File: config.mk
export PLATFORM = sky130hd
export DESIGN_NAME = axi4_slave_burst_wrapper
export DESIGN_NICKNAME = d
export VERILOG_FILES = /design/src/rtl/axi4_slave_burst_wrapper.sv
export SDC_FILE = /design/constraint.sdc
export NUM_CORES = 1
export LEC_CHECK = 0
export BUFFER_PORTS_ARGS = -buffer_cell sky130_fd_sc_hd__buf_2
export CAP_MARGIN = 30
export CORE_ASPECT_RATIO = 0.9
export CORE_MARGIN = 2
export CORE_UTILIZATION = 40
export DETAILED_ROUTE_END_ITERATION = 7
export PLACE_DENSITY = 0.58
export SLEW_MARGIN = 10
export SYNTH_ARGS = -nofsm -noshare
export SYNTH_HDL_FRONTEND = slang
export SYNTH_SLANG_ARGS = --single-unit
export TNS_END_PERCENT = 20
File: constraint.sdc
create_clock -name clk -period 2.7 [get_ports clk]
set_input_delay 0.54 -clock clk [delete_from_list [all_inputs] [get_ports clk]]
set_output_delay 0.54 -clock clk [all_outputs]
set_load 0.02 [all_outputs]
File: src/rtl/axi4_slave_burst_wrapper.sv
// AXI4 slave register-file wrapper around a compute core.
// Exposes NIN operand words (R/W), NOUT result words (RO) and one CTRL word
// through INCR bursts of DSZ-bit beats. Independent write and read engines.
module axi4_slave_burst_wrapper #(
  parameter int SZ   = 32,
  parameter int DSZ  = 8,
  parameter int NIN  = 2,
  parameter int NOUT = 2,
  parameter int ASZ  = 3
) (
  input  logic                clk,
  input  logic                rst,
  input  logic [ASZ-1:0]      awaddr,
  input  logic [7:0]          awlen,
  input  logic                awvalid,
  output logic                awready,
  input  logic [DSZ-1:0]      wdata,
  input  logic                wvalid,
  output logic                wready,
  input  logic                wlast,
  output logic                bresp,
  output logic                bvalid,
  input  logic                bready,
  input  logic [ASZ-1:0]      araddr,
  input  logic [7:0]          arlen,
  input  logic                arvalid,
  output logic                arready,
  output logic [DSZ-1:0]      rdata,
  output logic                rvalid,
  input  logic                rready,
  output logic                rlast,
  output logic                rresp,
  output logic [NIN*SZ-1:0]   core_a,
  output logic                core_start,
  input  logic                core_ready,
  input  logic [NOUT*SZ-1:0]  core_res
);

  localparam int BPW = SZ / DSZ;
  // Lane counters must hold the highest start lane plus 255 increments.
  localparam int LW  = ASZ + $clog2(BPW) + 10;
  localparam logic [LW-1:0] OPR_END   = LW'(NIN * BPW);
  localparam logic [LW-1:0] CTRL_LANE = LW'((NIN + NOUT) * BPW);
  localparam logic [LW-1:0] LANE_END  = LW'((NIN + NOUT + 1) * BPW);

  typedef enum logic [1:0] {W_IDLE, W_DATA, W_RESP} w_state_t;
  typedef enum logic       {R_IDLE, R_DATA} r_state_t;

  w_state_t              w_state_q, w_state_d;
  r_state_t              r_state_q, r_state_d;
  logic [LW-1:0]         wlane_q, wlane_d;
  logic [7:0]            wbeat_q, wbeat_d;
  logic [7:0]            wlen_q, wlen_d;
  logic                  err_q, err_d;
  logic                  bresp_q, bresp_d;
  logic [NIN*SZ-1:0]     opr_q, opr_d;
  logic [NOUT*SZ-1:0]    res_q, res_d;
  logic                  busy_q, busy_d;
  logic                  done_q, done_d;
  logic                  core_start_q, core_start_d;
  logic [LW-1:0]         rlane_q, rlane_d;
  logic [7:0]            rrem_q, rrem_d;
  logic [DSZ-1:0]        rdata_q, rdata_d;
  logic                  rresp_q, rresp_d;
  logic                  rlast_q, rlast_d;

  logic                  aw_hs, w_hs, b_hs, ar_hs, r_hs;
  logic                  beat_err, start_hit;
  logic [LW-1:0]         rd_sel;
  logic [DSZ-1:0]        rd_data;
  logic                  rd_ok;

  assign aw_hs = (w_state_q == W_IDLE) && awvalid;
  assign w_hs  = (w_state_q == W_DATA) && wvalid;
  assign b_hs  = (w_state_q == W_RESP) && bready;
  assign ar_hs = (r_state_q == R_IDLE) && arvalid;
  assign r_hs  = (r_state_q == R_DATA) && rready;

  // State register: every flop of both engines and the control block
  always_ff @(posedge clk) begin
    if (rst) begin
      w_state_q    <= W_IDLE;
      r_state_q    <= R_IDLE;
      wlane_q      <= '0;
      wbeat_q      <= '0;
      wlen_q       <= '0;
      err_q        <= 1'b0;
      bresp_q      <= 1'b0;
      opr_q        <= '0;
      res_q        <= '0;
      busy_q       <= 1'b0;
      done_q       <= 1'b0;
      core_start_q <= 1'b0;
      rlane_q      <= '0;
      rrem_q       <= '0;
      rdata_q      <= '0;
      rresp_q      <= 1'b0;
      rlast_q      <= 1'b0;
    end else begin
      w_state_q    <= w_state_d;
      r_state_q    <= r_state_d;
      wlane_q      <= wlane_d;
      wbeat_q      <= wbeat_d;
      wlen_q       <= wlen_d;
      err_q        <= err_d;
      bresp_q      <= bresp_d;
      opr_q        <= opr_d;
      res_q        <= res_d;
      busy_q       <= busy_d;
      done_q       <= done_d;
      core_start_q <= core_start_d;
      rlane_q      <= rlane_d;
      rrem_q       <= rrem_d;
      rdata_q      <= rdata_d;
      rresp_q      <= rresp_d;
      rlast_q      <= rlast_d;
    end
  end

  // Next-state logic for the write and read engines
  always_comb begin
    w_state_d = w_state_q;
    case (w_state_q)
      W_IDLE:  if (awvalid) w_state_d = W_DATA;
      W_DATA:  if (wvalid && wlast) w_state_d = W_RESP;
      W_RESP:  if (bready) w_state_d = W_IDLE;
      default: w_state_d = W_IDLE;
    endcase
    r_state_d = r_state_q;
    if (r_state_q == R_IDLE) begin
      if (arvalid) r_state_d = R_DATA;
    end else begin
      if (rready && rlast_q) r_state_d = R_IDLE;
    end
  end

  // Handshake outputs decoded from the current states
  always_comb begin
    awready    = (w_state_q == W_IDLE);
    wready     = (w_state_q == W_DATA);
    bvalid     = (w_state_q == W_RESP);
    arready    = (r_state_q == R_IDLE);
    rvalid     = (r_state_q == R_DATA);
    bresp      = bresp_q;
    rdata      = rdata_q;
    rresp      = rresp_q;
    rlast      = rlast_q;
    core_start = core_start_q;
    core_a     = opr_q;
  end

  // Write datapath: lane tracking, operand writes, error and start detection
  always_comb begin
    wlane_d      = wlane_q;
    wbeat_d      = wbeat_q;
    wlen_d       = wlen_q;
    err_d        = err_q;
    bresp_d      = bresp_q;
    opr_d        = opr_q;
    res_d        = res_q;
    busy_d       = busy_q;
    done_d       = done_q;
    core_start_d = 1'b0;
    beat_err     = 1'b0;
    start_hit    = 1'b0;
    if (aw_hs) begin
      wlane_d = LW'(awaddr) * LW'(BPW);
      wbeat_d = '0;
      wlen_d  = awlen;
      err_d   = 1'b0;
    end
    if (w_hs) begin
      wlane_d = wlane_q + LW'(1);
      wbeat_d = wbeat_q + 8'd1;
      if (wlane_q < OPR_END) begin
        for (int i = 0; i < NIN * BPW; i++) begin
          if (wlane_q == LW'(i)) opr_d[i*DSZ +: DSZ] = wdata;
        end
      end else if (wlane_q == CTRL_LANE) begin
        // A start request while the core is busy is silently ignored
        if (wdata[0] && !busy_q) start_hit = 1'b1;
      end else if (wlane_q < CTRL_LANE || wlane_q >= LANE_END) begin
        beat_err = 1'b1;
      end
      // wlast must coincide exactly with the beat announced by awlen
      if (wlast != (wbeat_q == wlen_q)) beat_err = 1'b1;
      err_d = err_q | beat_err;
      if (wlast) bresp_d = ~(err_q | beat_err);
    end
    if (b_hs) err_d = 1'b0;
    if (start_hit) begin
      core_start_d = 1'b1;
      busy_d       = 1'b1;
      done_d       = 1'b0;
    end else if (busy_q && core_ready) begin
      res_d  = core_res;
      busy_d = 1'b0;
      done_d = 1'b1;
    end
  end

  // Read lane mux: first lane on address handshake, else the following lane
  always_comb begin
    rd_sel  = ar_hs ? LW'(araddr) * LW'(BPW) : rlane_q + LW'(1);
    rd_data = '0;
    rd_ok   = 1'b0;
    if (rd_sel < OPR_END) begin
      rd_ok = 1'b1;
      for (int i = 0; i < NIN * BPW; i++) begin
        if (rd_sel == LW'(i)) rd_data = opr_q[i*DSZ +: DSZ];
      end
    end else if (rd_sel < CTRL_LANE) begin
      rd_ok = 1'b1;
      for (int i = 0; i < NOUT * BPW; i++) begin
        if (rd_sel == LW'(NIN * BPW + i)) rd_data = res_q[i*DSZ +: DSZ];
      end
    end else if (rd_sel == CTRL_LANE) begin
      rd_ok      = 1'b1;
      rd_data[0] = busy_q;
      rd_data[1] = done_q;
    end else if (rd_sel < LANE_END) begin
      rd_ok = 1'b1;
    end
  end

  // Read datapath: load a beat on address accept and on every accepted beat
  always_comb begin
    rlane_d = rlane_q;
    rrem_d  = rrem_q;
    rdata_d = rdata_q;
    rresp_d = rresp_q;
    rlast_d = rlast_q;
    if (ar_hs) begin
      rlane_d = rd_sel;
      rrem_d  = arlen;
      rdata_d = rd_data;
      rresp_d = rd_ok;
      rlast_d = (arlen == 8'd0);
    end else if (r_hs) begin
      if (rlast_q) begin
        rlast_d = 1'b0;
      end else begin
        rlane_d = rd_sel;
        rrem_d  = rrem_q - 8'd1;
        rdata_d = rd_data;
        rresp_d = rd_ok;
        rlast_d = (rrem_q == 8'd1);
      end
    end
  end

endmodule

==> impl_metrics.py <==
metrics = {
    "logic_synthesis": {
        "yosysWarnings": 0,
        "synth_seq_cells": 200,
        "netlist_instances": 1237,
        "synth_nets": 1348,
        "synth_top_family_by_area": "simple AND/OR/NAND/NOR gates",
        "yosysSeqAreaShare_pct": 42.2,
        "synthMuxAreaShare_pct": 2.61,
        "synth_xor_area_share_pct": 2.57,
        "synth_area_leader_cell": "dfxtp_1",
        "synth_cell_type_count": 71,
        "synthSimpleGateAreaFrac_pct": 27.0,
        "synth_top_flop_cell": "dfxtp_1",
        "synth_compound_gate_area_share_pct": 20.1,
        "netlist_area_um2": 9490,
        "yosysTopAreaCellShare_pct": 42.2,
        "synthTopCellsByArea": "dfxtp_1, nand2_1, a21oi_1",
        "async_reset_ff_share_pct": 0,
        "syn_area_per_cell_um2": 7.67,
        "synth_fa_ha_area_share_pct": 1.06,
        "synth_edf_count": 0,
    },
    "layout": {
        "num-fill-cells": 2350,
        "final_common_cell": "nand2_1",
        "synthToLayoutAreaGrowth_pct": 24.0,
        "multiInputGateArea_um2": 5110,
        "fin_area_um2": 11800,
        "nNetsFinal": 1543,
        "drive_gt1_share_pct": 23.1,
        "layout_common_cells": "nand2_1, dfxtp_1, buf_2",
        "seq_area_um2": 4010,
        "antenna_cells": 0,
    },
    "place": {
        "place_congestion": 0.905,
        "dpl.hpwl_mm": 23.1,
        "io_buffers": 183,
        "place_area_um2": 11100,
    },
    "clock_network": {
        "clock-sinks": 200,
        "holdBufCountCts": 0,
        "htree_levels": 4,
        "clockBufferDepth": 2,
        "cts_root_buf": "clkbuf_16",
        "cts_tree": "built",
        "clkTransAtPathRegs_ps": 80,
        "clk_latency_ps": 440,
        "cts-buffers-inserted": 17,
    },
    "critical_path": {
        "path_cells": "ha_4, nand4_1, mux2i_1, a311o_1, o2111a_4, buf_4, nand3_2, buf_6, o21ai_0, o221a_1, a211o_1",
        "worstSetupPathType": "flop to flop",
        "cp_slowest_cell": "dfxtp_1",
        "slowest_delay_ps": 370,
        "cp.arrival_ps": 2910,
        "crit_fanout": 6,
        "cp-start-kind": "flop",
        "endpoint_kind": "flop",
        "cp.required_ps": 3030,
    },
    "sta": {
        "setup_viol": 0,
        "min_period_ps": 2580,
        "finClkSkew_ps": 13.1,
        "final-hold-violation-count": 0,
        "slew_headroom_pct": 56.4,
        "tns_ps": 0,
        "period_share_pct": 95.7,
        "max_clock_freq_mhz": 387,
        "slew_violations": 0,
        "worst-slew-pin-transition_ps": 654,
    },
    "global_routing": {
        "antenna_found_initial": 0,
        "grt_pass1_vias": 8637,
        "grt_usage_pct": 24.5,
        "grt_first_pass_wirelength_mm": 48.2,
        "grt_overflow": 0,
        "grt_max_degree": 73,
    },
    "power": {
        "power_density_nw_per_um2": 549,
        "vdd_drop_max_uv": 386,
        "cellLeakagePower_nw": 4.52,
    },
    "route": {
        "ant_nets": 0,
        "vias": 9789,
        "avgViaCountPerCell": 5.60,
        "drt_wl_total_mm": 31.7,
        "drtIter0Drc": 828,
        "routedWlPerCell_um": 18.2,
        "drtPass1Iterations": 5,
        "drcViolationCount": 0,
    },
    "run": {
        "cap_violations": 0,
    },
    "floorplanning": {
        "core_um2": 23300,
        "die_y_um": 150,
        "num_rows": 53,
        "start_util_pct": 40.6,
        "die_x_um": 166,
        "pin_count": 184,
        "dieArea_um2": 25000,
    },
    "run_status": {
        "status": "completed",
    },
    "hold_path": {
        "min_path_type": "primary input to flop",
    },
}
worst max-delay path, delay by kind of cell, from the launching register on:
kind	cells	cell delay (ps)
AND/OR/NAND/NOR	2	280
buffers and inverters	2	310
adder cells (fa/ha/maj)	1	180
AO/OA/AOI/OAI	5	1180
multiplexers	1	150
flip-flops	1	370
cell type report:
cell class                 instances  share of cell area, %
tap                              302                   3.21
sequential                       200                   34.1
clock inverter                    13                   1.16
clock buffer                      19                   3.85
multi-input combinational        934                   43.4
timing repair buffer             266                   13.8
inverter                          13                  0.415
cell usage after synthesis (3+ instances only):
master    instances
a211o_1           4
a211oi_1         12
a21o_1            3
a21oi_1         178
a221o_1           4
a221oi_1          5
a22oi_1           9
a311oi_1          6
a31oi_1           9
and2_1            4
and3_1            4
and4_1            3
buf_1             9
buf_2            10
buf_4             7
clkbuf_1         64
dfxtp_1         200
ha_1              8
inv_1            13
mux2_2            6
mux2i_1          18
nand2_1         271
nand2b_1          5
nand3_1         102
nand3_2           3
nand4_1          10
nor2_1           89
nor2b_1           6
nor3_1           18
nor4_1           11
nor4_2            3
o211ai_1          4
o21ai_0          43
o221ai_1          3
o22ai_1          11
o31ai_1           3
or3_1             7
or4_1             4
xnor2_1           7
xor2_1           19
registers in the layout (all words and copies together) (netlist names):
register	cells
busy_q	1
done_q	1
wlen_q	8
wlane_q	15
rdata	8
core_start	1
w_state_q	2
res_q	64
rresp	1
bresp	1
rlast	1
err_q	1
core_a	64
wbeat_q	8
rlane_q	15
rvalid	1
rrem_q	8
cell families after synthesis:
logic type,count (synthesis)
simple gates,557
compound gates,318
flops,200
buf+inv,103
xor+xnor,27
mux,24
fa+ha+maj,8
metrics by stage:
step	util (%)	hold WS (ps)	setup WS (ps)	std cells	total power, mW
2_1_floorplan	-	432	305	1237	3.55
3_3_place_gp	47.5	441	36.0	1712	3.89
3_5_place_dp	47.5	447	18.5	1712	3.89
4_1_cts	50.1	321	13.7	1744	6.47
5_1_grt	50.4	328	-29.7	1747	6.67
6_report	50.4	330	116	1747	6.46
worst paths after layout:
path                    from        end  slack [ps]  cells past startpoint
hold reg to reg    res_q[21]  res_q[21]         460                      2
hold / removal      awlen[2]  wlen_q[2]         330                      3
setup / recovery  rlane_q[1]   rdata[7]         120                     11
setup reg to reg  rlane_q[1]   rdata[7]         120                     11
power by group:
group	internal (mW)	switching, mW	total [mW]
Sequential	3.00	0.0542	3.05
Clock	1.35	1.26	2.61
Combinational	0.311	0.485	0.796
routing by layer:
metal | track usage, % | vias up | routed length [µm]
li1 | - | 4753 | -
met3 | 4.99 | 27 | 2410
met1 | 36.7 | 4624 | 15300
met2 | 36.1 | 385 | 13600
met4 | 5.43 | 0 | 407
met5 | 0 | - | 0
timing repair:
action / CTS / global route
setup endpoints to repair: 1 / 8
pin swaps: 0 / 3
buffers inserted: 0 / 3
resized for setup: 1 / 12
cloned: 0 / 0
Power figures use the tool's default switching activity.
